==> src/rtl/brent_kung_32bitt_if.sv <==
// brent_kung_32bitt_if: adder bus; a, b, cin operands from master, registered s, cout result from slave
interface brent_kung_32bitt_if;
  logic [31:0] a, b, s;
  logic cin, cout;
  modport master (output a, b, cin, input s, cout);
  modport slave (input a, b, cin, output s, cout);
endinterface

==> src/rtl/brent_kung_32bitt.sv <==
// brent_kung_32bitt: registered 32-bit Brent-Kung adder; ports clk, rst (async high), bus.slave {a, b, cin -> s, cout}
module brent_kung_32bitt (
  input  logic clk,
  input  logic rst,
  brent_kung_32bitt_if.slave bus
);
  logic [31:0] p, g, pp;
  always_comb begin
    p = bus.a ^ bus.b;
    g = bus.a & bus.b;
    g[0] = g[0] | (p[0] & bus.cin);
    pp = p;
    for (int k = 0; k < 5; k++)
      for (int i = (2 << k) - 1; i < 32; i += (2 << k)) begin
        g[i] = g[i] | (pp[i] & g[i - (1 << k)]);
        pp[i] = pp[i] & pp[i - (1 << k)];
      end
    for (int k = 3; k >= 0; k--)
      for (int i = 3 * (1 << k) - 1; i < 32; i += (2 << k)) begin
        g[i] = g[i] | (pp[i] & g[i - (1 << k)]);
        pp[i] = pp[i] & pp[i - (1 << k)];
      end
  end
  always_ff @(posedge clk or posedge rst)
    if (rst) begin
      bus.s <= '0;
      bus.cout <= 1'b0;
    end else begin
      bus.s <= p ^ {g[30:0], bus.cin};
      bus.cout <= g[31];
    end
endmodule

==> src/flat_wrapper.sv <==
// flat-port wrapper written by rule: the top's interface ports become plain ports
module brent_kung_32bitt_flat 
  (clk, rst, bus_a, bus_b, bus_cin, bus_s, bus_cout);
  brent_kung_32bitt_if bus_i ();
  input  logic clk;
  input  logic rst;
  input wire logic [$bits(bus_i.a)-1:0] bus_a;
  input wire logic [$bits(bus_i.b)-1:0] bus_b;
  input wire logic [$bits(bus_i.cin)-1:0] bus_cin;
  output wire logic [$bits(bus_i.s)-1:0] bus_s;
  output wire logic [$bits(bus_i.cout)-1:0] bus_cout;
  assign bus_i.a = bus_a;
  assign bus_i.b = bus_b;
  assign bus_i.cin = bus_cin;
  assign bus_s = bus_i.s;
  assign bus_cout = bus_i.cout;
  brent_kung_32bitt u_core (.clk(clk), .rst(rst), .bus(bus_i));
endmodule
==> config.mk <==
export PLATFORM = sky130hd
export DESIGN_NAME = brent_kung_32bitt_flat
export DESIGN_NICKNAME = d
export VERILOG_FILES = /design/src/rtl/brent_kung_32bitt_if.sv /design/src/rtl/brent_kung_32bitt.sv /design/src/flat_wrapper.sv
export SDC_FILE = /design/constraint.sdc
export NUM_CORES = 1
export LEC_CHECK = 0
export ABC_AREA = 1
export BUFFER_PORTS_ARGS = -buffer_cell sky130_fd_sc_hd__buf_2
export CAP_MARGIN = 20
export CORE_MARGIN = 5
export CORE_UTILIZATION = 30
export DETAILED_ROUTE_END_ITERATION = 12
export MAX_ROUTING_LAYER = met4
export PLACE_DENSITY = 0.64
export SLEW_MARGIN = 20
export SYNTH_ARGS = -nofsm -noshare
export SYNTH_HDL_FRONTEND = slang
export SYNTH_SLANG_ARGS = --single-unit
==> constraint.sdc <==
create_clock -name clk -period 3 [get_ports clk]
set_clock_uncertainty 0.2 [all_clocks]
set_input_delay 0.15 -clock clk [delete_from_list [all_inputs] [get_ports clk]]
set_output_delay 0.15 -clock clk [all_outputs]
set_load 0.01 [all_outputs]
* After elaboration in Yosys (flattened, before gate mapping) *
Index checks and enable logic that the tools add are counted.

word-level totals
  register bits = 33
  output and inout port bits = 33

operators by class
  bitwise gates (word level) = 145

operators with widths
  cell        count
  AND 1 bit   84
  XOR 32 bit  2
  OR 1 bit    58
  AND 32 bit  1

* Depth between registers and ports, before layout *
Gate-level depths: netlist of run 1.

  word-level depth = 20
  depth in mapped cells = 18

* Worst setup path after synthesis of run 1 *
No wires, ideal clock.

  path kind = input port to flip-flop
  start point = in bus_cin
  end point = reg u_core.bus.s[31]
  arrival = 2.061 ns
  slack = 0.614 ns
  cell stages on the path = 18
  buffers on the path = 0
  path through = inv_1 -> fa_1 -> inv_1 -> fa_1 -> nand2_1 -> nand2_1 -> nand3_1 -> nand2_2 -> nand2_1 -> nand2_2 -> nand2_2 -> nand2_4 -> nand2_2 -> nand2_2 -> nand2_1 -> nand2_1 -> fa_1 -> xor2_1

between the ends
  cells in the longest elaborated chain, start to end = 19

ends and longest elaborated chain
  what                  RTL line                   RTL
  from (decl)           flat_wrapper.sv:9          input wire logic [$bits(bus_i.cin)-1:0] bus_cin;
  AND 1 bit             brent_kung_32bitt.sv:11    g[0] = g[0] | (p[0] & bus.cin);
  OR 1 bit              brent_kung_32bitt.sv:11
  AND 1 bit             brent_kung_32bitt.sv:15    g[i] = g[i] | (pp[i] & g[i - (1 << k)]);
  OR 1 bit              brent_kung_32bitt.sv:15
  AND 1 bit             brent_kung_32bitt.sv:15
  OR 1 bit              brent_kung_32bitt.sv:15
  AND 1 bit             brent_kung_32bitt.sv:15
  OR 1 bit              brent_kung_32bitt.sv:15
  [... 3 more ...]      -
  OR 1 bit              brent_kung_32bitt.sv:20    g[i] = g[i] | (pp[i] & g[i - (1 << k)]);
  AND 1 bit             brent_kung_32bitt.sv:20
  OR 1 bit              brent_kung_32bitt.sv:20
  AND 1 bit             brent_kung_32bitt.sv:20
  OR 1 bit              brent_kung_32bitt.sv:20
  AND 1 bit             brent_kung_32bitt.sv:20
  OR 1 bit              brent_kung_32bitt.sv:20
  XOR 32 bit            brent_kung_32bitt.sv:29    bus.s <= p ^ {g[30:0], bus.cin};
  to (signal assigned)  brent_kung_32bitt.sv:29
  to (decl)             brent_kung_32bitt_if.sv:6  modport slave (input a, b, cin, output s, cout);

No other way between the ends.

* Worst setup path after layout of run 1 *
  start point = in bus_a[3]
  end point = reg u_core.bus.s[26]

between the ends
  cells in the longest elaborated chain, start to end = 13
  elaborated cells between the ends (all ways) = 16
  those cells by class = 16 x bitwise

ends and longest elaborated chain
  what                                   RTL line                                          RTL
  from (decl)                            flat_wrapper.sv:7                                 input wire logic [$bits(bus_i.a)-1:0] bus_a;
  XOR 32 bit                             brent_kung_32bitt.sv:9                            p = bus.a ^ bus.b;
  AND 1 bit (on tied branches)           brent_kung_32bitt.sv:15, brent_kung_32bitt.sv:16
  OR 1 bit or AND 1 bit (tied branches)  brent_kung_32bitt.sv:15
  OR 1 bit (*)                           brent_kung_32bitt.sv:15
  AND 1 bit (*)                          brent_kung_32bitt.sv:15
  OR 1 bit (*)                           brent_kung_32bitt.sv:15
  AND 1 bit (*)                          brent_kung_32bitt.sv:15
  OR 1 bit (*)                           brent_kung_32bitt.sv:15
  AND 1 bit (*)                          brent_kung_32bitt.sv:20
  OR 1 bit (*)                           brent_kung_32bitt.sv:20
  AND 1 bit (*)                          brent_kung_32bitt.sv:20
  OR 1 bit (*)                           brent_kung_32bitt.sv:20
  XOR 32 bit (*)                         brent_kung_32bitt.sv:29

Every way passes the cells marked *; elsewhere a longest branch is shown, timed or not.

==> results of run 1 <==
state kept, by name, indices dropped and copies added (netlist names):
signal / cells
u_core.bus.s: 32
u_core.bus.cout: 1
synth_stat cells:
library cell and count:
ha_1 30, a21oi_2 1, nand3_1 7, nand2_4 1, inv_1 36, nand4_1 2
a31o_2 1, nor2_1 10, xor2_1 10, a21o_1 2, a211oi_1 2, o21bai_1 2
dfrtp_1 33, nand2_2 7, nor2_4 1, a31oi_1 1, or2_1 1, a21oi_1 8
nor2_2 1, fa_1 17, xnor2_1 5, nand2_1 31
power breakdown:
part | leakage [µW] | internal [µW] | total, µW | switching [µW]
Sequential | 0.000385 | 538 | 561 | 23.1
Clock | 0.0000681 | 330 | 504 | 174
Combinational | 0.00129 | 250 | 513 | 262
Total | 0.00174 | 1120 | 1580 | 459
layer usage:
layer	GRT usage	part of all wire	routed length, µm
met5	-	0	0
met2	0.1812	0.47	2300
met1	0.1347	0.42	2049
met3	0.03473	0.096	471
met4	0.03199	0.016	78
critical path, stage by stage:
cell	delay, ps
dlygate4sd3_1	530
buf_2	120
ha_1	280
or2_1	240
nand3_2	80
nand2_2	70
nand2_2	80
nand2_4	60
nand2_2	80
nand2_4	60
nand3_1	70
nand2_1	70
fa_1	420
dlygate4sd3_1	560
stage by stage:
step	instances	total power, µW
4_1_cts	441	1595
5_1_grt	441	1701
3_3_place_gp	408	1016
2_1_floorplan	209	824.4
3_5_place_dp	408	1028
6_report	441	1577
cells in the final DEF (no fill, tap or decap), drive strengths merged, types with 5 or more instances in the layout:
cell	instances
clkbuf	5
fa	17
xnor2	5
dlygate4sd3	25
xor2	10
nor2	12
a21oi	9
inv	36
dfrtp	33
nand3	7
ha	30
buf	100
nand2	39
final cells by class:
| class | instances | share of cell area |
|---|---|---|
| multi-input combinational | 140 | 0.3928 |
| sequential | 33 | 0.2539 |
| timing repair buffer | 125 | 0.2324 |
| inverter | 36 | 0.04155 |
| tap | 99 | 0.03809 |
| clock buffer | 5 | 0.02116 |
| clock inverter | 3 | 0.02001 |
timing repair:
item,in CTS,in global routing
endpoints found under the setup margin,0,5
hold buffers,25,0
resized for setup,0,11
endpoints found under the hold margin,45,0
setup buffers,0,1
worst paths after layout:
path / start / end / slack, ps / depth (start not counted)
min in group asynchronous: rst / u_core.bus.s[25] / 290 / 4
max in group asynchronous: rst / u_core.bus.s[3] / 2000 / 4
setup / recovery: bus_a[3] / u_core.bus.s[26] / 90 / 14
hold / removal: bus_a[11] / u_core.bus.s[11] / 9 / 3
logic make-up after synthesis:
logic type / synth area share
DFF: 0.3759
buffers and inverters: 0.06150
xor gates and xnor gates: 0.05979
and+or+nand+nor: 0.1276
AOI/OAI and AO/OA: 0.04954
adders and majority gates: 0.3257
==> impl_metrics.tcl, run 1 <==
set metrics [dict create \
    run_status "finished, final reports clean" \
    diodes 0 \
    post-place-ws_ps 300.0 \
    initial_utilization 0.3062 \
    grt_max_degree 34 \
    port_buffers 99 \
    die-area_um2 9136 \
    grt_usage 0.1121 \
    postLayoutSetupSlackWorst_ps 87.08 \
    crit_arrival_ps 2880 \
    antenna_found_initial 0 \
    worstPathRequired_ps 2970 \
    viasPerCell 4.145 \
    cts_buffers 5 \
    yosysWarnings 0 \
    holdWs_ps 8.576 \
    globalplace.congestion 0.7608 \
    grt_pass1_wl_mm 7.769 \
    placed_area_um2 2824 \
    setup_violations 0 \
    cts_root_buffer "clkbuf_8" \
    synth_nets 323 \
    worst_slew_pin_slew_ps 428.4 \
    utilization 0.4532 \
    h-tree-depth 2 \
    cp_max_fo 4 \
    cts_tree "yes" \
    drtIter0Drc 31 \
    clk_pin_slew_worst_paths_ps 70 \
    drv_slew 0 \
    powerDensity_nw_per_um2 485.0 \
    drc 0 \
    dpl.hpwl_mm 4.068 \
    stdcell_area_um2 3252 \
    synth_area_um2 2197 \
    first_global_vias 1841 \
    hold_viol_final 0 \
    path_class "in2reg" \
    ir_worst_vdd_uv 247.6 \
    yosysTopAreaCell "dfrtp_1" \
    multi_input_area_um2 1277 \
    max_freq_mhz 343.3 \
    hold_class "in2reg" \
    drive_gt1_frac 0.3743 \
    synth_seq_area_share 0.3759 \
    syn_to_final_growth_pct 48.01 \
    drt_wl_total_mm 4.900 \
    die-width_um 95.58 \
    grt-ovfl-total 0 \
    nNetsFinal 455 \
    fp.dieH_um 95.58 \
    ys_seq_elements 33 \
    syn_inst 209 \
    fillCellCount 678 \
    tns_ps 0 \
    row_count 31 \
    finalCritPeriodShare 0.9710 \
    clk_path_buf_depth 2 \
    syn-mean-instance-area_um2 10.51 \
    slew_headroom 0.7144 \
    crit_path_start_kind "input port" \
    seq_area_um2 825.8 \
    yosysTopAreaCellShare 0.3759 \
    drt-pass1-iter-count 4 \
    worstSetupEndpointType "register" \
    pin_count 100 \
    postRouteAntennaNets 0 \
    synth.distinct_cells 22 \
    cts.sinks 33 \
    synth_area_leaders "dfrtp_1 (38%), ha_1 (17%), fa_1 (15%)" \
    wire_per_inst_um 11.11 \
    core_area_um2 7176 \
    max_cap_viol_count 0 \
    period_minus_slack_ps 2913 \
    p_leak_uw 0.001744 \
    vias 1828 \
]
No activity file was read; power rests on OpenSTA's default activity.
==> run 2: changes to the inputs <==
CORE_UTILIZATION = 51   (was 30)
PLACE_DENSITY = 0.95   (was 0.64)
==> run 2 against run 1 <==
- the run now ends with hold timing left
- combinational power down 0.8%
- sequential power about the same
- power down 4.6%
- maximum frequency up 1.4%
- clock power down 14%
- die area down 37%
- core utilization up 31 points
- clock-buffer cell count up 2
- final cell count down 12%
- critical path depth down 1
- sequential share of layout area up 1.1 points
==> impl_metrics.tcl, run 2 (same netlist as run 1, synthesis figures left out) <==
set metrics [dict create \
    run_status "finished, violations left" \
    violations "hold timing" \
    pin_count 100 \
    row_count 23 \
    ir_worst_vdd_uv 280.5 \
    grt.met1_usage 0.2082 \
    viasPerCell 4.856 \
    worstPathRequired_ps 2970 \
    globalplace.congestion 0.7892 \
    crit_path_start_kind "input port" \
    postRouteAntennaNets 0 \
    worstSetupEndpointType "register" \
    drv_slew 0 \
    rsz0062_at_grt "true" \
    drt_wl_total_mm 5.440 \
    initial_utilization 0.5377 \
    slew_headroom 0.7176 \
    utilization 0.7630 \
    antenna_found_initial 0 \
    crit_arrival_ps 2840 \
    drtIter0Drc 73 \
    cts_tree "yes" \
    grt_max_degree 34 \
    fp.dieH_um 75.64 \
    port_buffers 99 \
    mostFrequentLayoutCell "buf_2" \
    cts_root_buffer "clkbuf_8" \
    top_regs "u_core.bus.s (32), u_core.bus.cout (1)" \
    grt-ovfl-total 0 \
    nNetsFinal 452 \
    crit_slowest_cell "dlygate4sd3_1" \
    grt_usage 0.2064 \
    finalCritPeriodShare 0.9576 \
    hold_class "in2reg" \
    core_area_um2 4086 \
    multi_input_area_um2 1255 \
    stdcell_area_um2 3118 \
    wire_per_inst_um 13.95 \
    first_global_vias 1972 \
    fin_cells 390 \
    path_class "in2reg" \
    placed_area_um2 2763 \
    clk_pin_slew_worst_paths_ps 70 \
    use_met3 0.04090 \
    p_leak_uw 0.001719 \
    syn_to_final_growth_pct 41.91 \
    largest_reg_flops 32 \
    drt-pass1-iter-count 4 \
    vias 1894 \
    dpl.hpwl_mm 4.429 \
    layout_common_cells "buf_2 (99), inv_1 (35), dfrtp_1 (33), nand2_1 (31), ha_1 (30)" \
    max_cap_viol_count 0 \
    hold_viol_final 1 \
    die-area_um2 5721 \
    cp_max_fo 3 \
    cts_buffers 5 \
    busiest_layer "met2" \
    cp_cell_sequence "dlygate4sd3_1 > buf_2 > fa_2 > nand2_1 > nand2_1 > nand3_2 > nand2_2 > inv_2 > nor2_2 > nor2_2 > o21bai_2 > fa_1 > dlygate4sd3_1" \
    grtUsageMet2 0.3806 \
    worst_slew_pin_slew_ps 423.7 \
    h-tree-depth 2 \
    dp_cells 359 \
    holdWs_ps -10.31 \
    max_freq_mhz 348.1 \
    grt_pass1_wl_mm 8.473 \
    powerDensity_nw_per_um2 482.7 \
    clk_path_buf_depth 2 \
    drc 0 \
    setup_violations 0 \
    regMostFlops "u_core.bus.s" \
    fillCellCount 273 \
    cts.sinks 33 \
    drive_gt1_frac 0.3746 \
    die-width_um 75.64 \
    max_stage_delay_ps 570 \
    seq_area_um2 825.8 \
    period_minus_slack_ps 2873 \
]
## run 2: report_power, final
| part | total (µW) | switching [µW] | leakage [µW] | internal [µW] |
|---|---|---|---|---|
| Clock | 434 | 163 | 0.0000585 | 271 |
| Combinational | 509 | 268 | 0.00128 | 240 |
| Sequential | 562 | 24.2 | 0.000385 | 538 |
| Total | 1510 | 456 | 0.00172 | 1050 |
## run 2: metal layers
metal  vias up  share of wire
li1        918              -
met1       885           0.34
met2        72           0.57
met3        19          0.058
met4         0          0.034
met5         -              0
## run 2: repair_timing
action                                 4_1_cts  5_1_grt
endpoints found under the hold margin       44        1
setup endpoints to repair                    0        5
hold buffers                                22        1
setup buffers                                0        1
resized for setup                            0        7
## run 2: area by class of cell
| class | count | share of cell area |
|---|---|---|
| clock inverter | 1 | 0.009631 |
| timing repair buffer | 122 | 0.2311 |
| inverter | 36 | 0.04334 |
| multi-input combinational | 140 | 0.4025 |
| tap | 50 | 0.02006 |
| sequential | 33 | 0.2648 |
| antenna | 1 | 0.0008026 |
| clock buffer | 7 | 0.02769 |
## run 2: path summary, 6_finish.rpt
kind	cells after the start	endpoint	slack, ps	from
max	13	u_core.bus.s[14]	130	bus_a[1]
min	2	u_core.bus.s[26]	-10	bus_b[26]
max in group asynchronous	4	u_core.bus.s[18]	1940	rst
min in group asynchronous	4	u_core.bus.s[3]	350	rst
## run 2: worst max-delay path, delay by kind of cell
kind / cells / cell delay, ps
and+or+nand+nor: 6 / 490
AOI/OAI and AO/OA: 1 / 100
buffers and inverters: 4 / 1310
adders and majority gates: 2 / 790
## run 2: stage by stage
step	power, µW	hold slack [ps]	setup TNS, ps	setup WS (ps)
2_1_floorplan	824.4	78.90	0	614.4
3_3_place_gp	1005	52.63	0	405.9
3_5_place_dp	1037	65.36	0	357.7
4_1_cts	1519	0.7684	0	25.79
5_1_grt	1601	10.24	-34.35	-34.35
6_report	1505	-10.31	0	127.2
==> run 3: changes to the inputs <==
clock period = 3.5 ns   (was 3 ns; I/O delays follow)
==> run 3 against run 2 <==
- the flow now finishes without violations
- flip-flop and latch count did not move
- clock-buffer cell count stayed put
- wire length is 1.8% lower
- largest cell class unchanged
==> impl_metrics.tcl, run 3 (same netlist as run 1, synthesis figures left out) <==
set metrics [dict create \
    run_status "finished, final reports clean" \
    holdWs_ps 6.163 \
    drt_wl_total_mm 5.341 \
    grt-ovfl-total 0 \
    initial_utilization 0.5377 \
    fillCellCount 307 \
    p_seq_frac 0.378 \
    postRouteAntennaNets 0 \
    h-tree-depth 2 \
    rsz0062_at_grt "false" \
    clk_pin_slew_worst_paths_ps 70 \
    die-width_um 75.64 \
    cts.sinks 33 \
    cts_resized 0 \
    wire_per_inst_um 14.13 \
    cp_max_fo 4 \
    hold_viol_final 0 \
    hold_class "in2reg" \
    drv_slew 0 \
    viasPerCell 4.820 \
    fp.dieH_um 75.64 \
    drc 0 \
    first_global_vias 1976 \
    drive_gt1_frac 0.3628 \
    row_count 23 \
    powerDensity_nw_per_um2 425.1 \
    setup_violations 0 \
    pin_count 100 \
    p_leak_uw 0.001671 \
    largest_reg_flops 32 \
    max_freq_mhz 316.0 \
    p_sw_frac 0.3007 \
    top_regs "u_core.bus.s (32), u_core.bus.cout (1)" \
    cts_root_buffer "clkbuf_8" \
    drtIter0Drc 70 \
    cts_buffers 5 \
    dpl.hpwl_mm 4.447 \
    pwr-share-clk 0.289 \
    clk_path_buf_depth 2 \
    mostFrequentLayoutCell "buf_2" \
    ir_worst_vdd_uv 183.3 \
    port_buffers 99 \
    finalCritPeriodShare 0.9042 \
    vias 1822 \
    diodes 0 \
    die-area_um2 5721 \
    grt_pass1_wl_mm 8.590 \
    antenna_found_initial 0 \
    utilization 0.7315 \
    drt-pass1-iter-count 4 \
    crit_arrival_ps 3130 \
    cts_tree "yes" \
    globalplace.congestion 0.7977 \
    worst_slew_pin_slew_ps 617.4 \
    grt_usage 0.2075 \
    worstSetupEndpointType "register" \
    worstPathRequired_ps 3460 \
    cell_internal_pwr_uw 888.5 \
    power_frac_comb 0.333 \
    syn_to_final_growth_pct 36.05 \
    p_sw_uw 382.1 \
    max_cap_viol_count 0 \
    nNetsFinal 441 \
    regMostFlops "u_core.bus.s" \
    layout_common_cells "buf_2 (99), inv_1 (36), dfrtp_1 (33), nand2_1 (31), ha_1 (30)" \
    core_area_um2 4086 \
    path_class "in2reg" \
    tns_ps 0 \
    grt_max_degree 19 \
    crit_path_start_kind "input port" \
    slew_headroom 0.5879 \
    cts_setup_buffers 0 \
    period_minus_slack_ps 3165 \
]
==> run 3: repair_timing <==
item	CTS	global route
endpoints found under the hold margin	20	0
endpoints found under the setup margin	0	0
hold buffers	11	0
==> run 3: power groups by stage <==
stage	clock (µW)	sequential [µW]	combinational [µW]
6_report	367	481	423
5_1_grt	393	489	477
4_1_cts	371	481	427
3_5_place_dp	0	487	403
3_3_place_gp	0	485	376
2_1_floorplan	0	535	172
==> run 3: final timing paths <==
kind / start / endpoint / cells past startpoint
setup / recovery: bus_a[1] / u_core.bus.s[30] / 17
hold / removal: bus_a[26] / u_core.bus.s[26] / 2
max in group asynchronous: rst / u_core.bus.s[28] / 4
min in group asynchronous: rst / u_core.bus.s[18] / 3
==> run 3: per-layer routing <==
metal  part of all wire  vias to the layer above  global-route usage
li1                   -                      894                   -
met1               0.34                      859              0.2105
met2               0.59                       59              0.4017
met3              0.053                       10             0.02375
met4              0.020                        0             0.07767
met5                  0                        -                   -
==> run 3: worst max-delay path: stages <==
cell and delay, ps:
dlygate4sd3_1 520, buf_2 130, fa_1 400, nand2_1 70, nand2_1 70, nand3_1 110
nand2_2 70, nand2_1 70, nand2_2 90, nand2_2 90, nand2_4 60, nand2_2 60
nand2_2 70, nand2_1 100, nand2_1 70, fa_1 430, dlygate4sd3_1 560
==> run 3: cell type report <==
class	count	area, µm²	area share
multi-input combinational	140	1236	0.4136
sequential	33	825.8	0.2763
timing repair buffer	111	613.1	0.2051
inverter	36	135.1	0.04521
clock buffer	7	86.33	0.02888
tap	50	62.56	0.02093
clock inverter	1	30.03	0.01005
==> run 3: through the flow <==
stage	instance area (µm²)	total power [µW]	setup WS [ps]	instances
5_1_grt	2989	1359	174.0	378
3_5_place_dp	2763	889.6	790.6	359
6_report	2989	1271	335.2	378
4_1_cts	2989	1279	344.5	378
2_1_floorplan	2197	706.6	1089	209
3_3_place_gp	2763	861.6	880.2	359
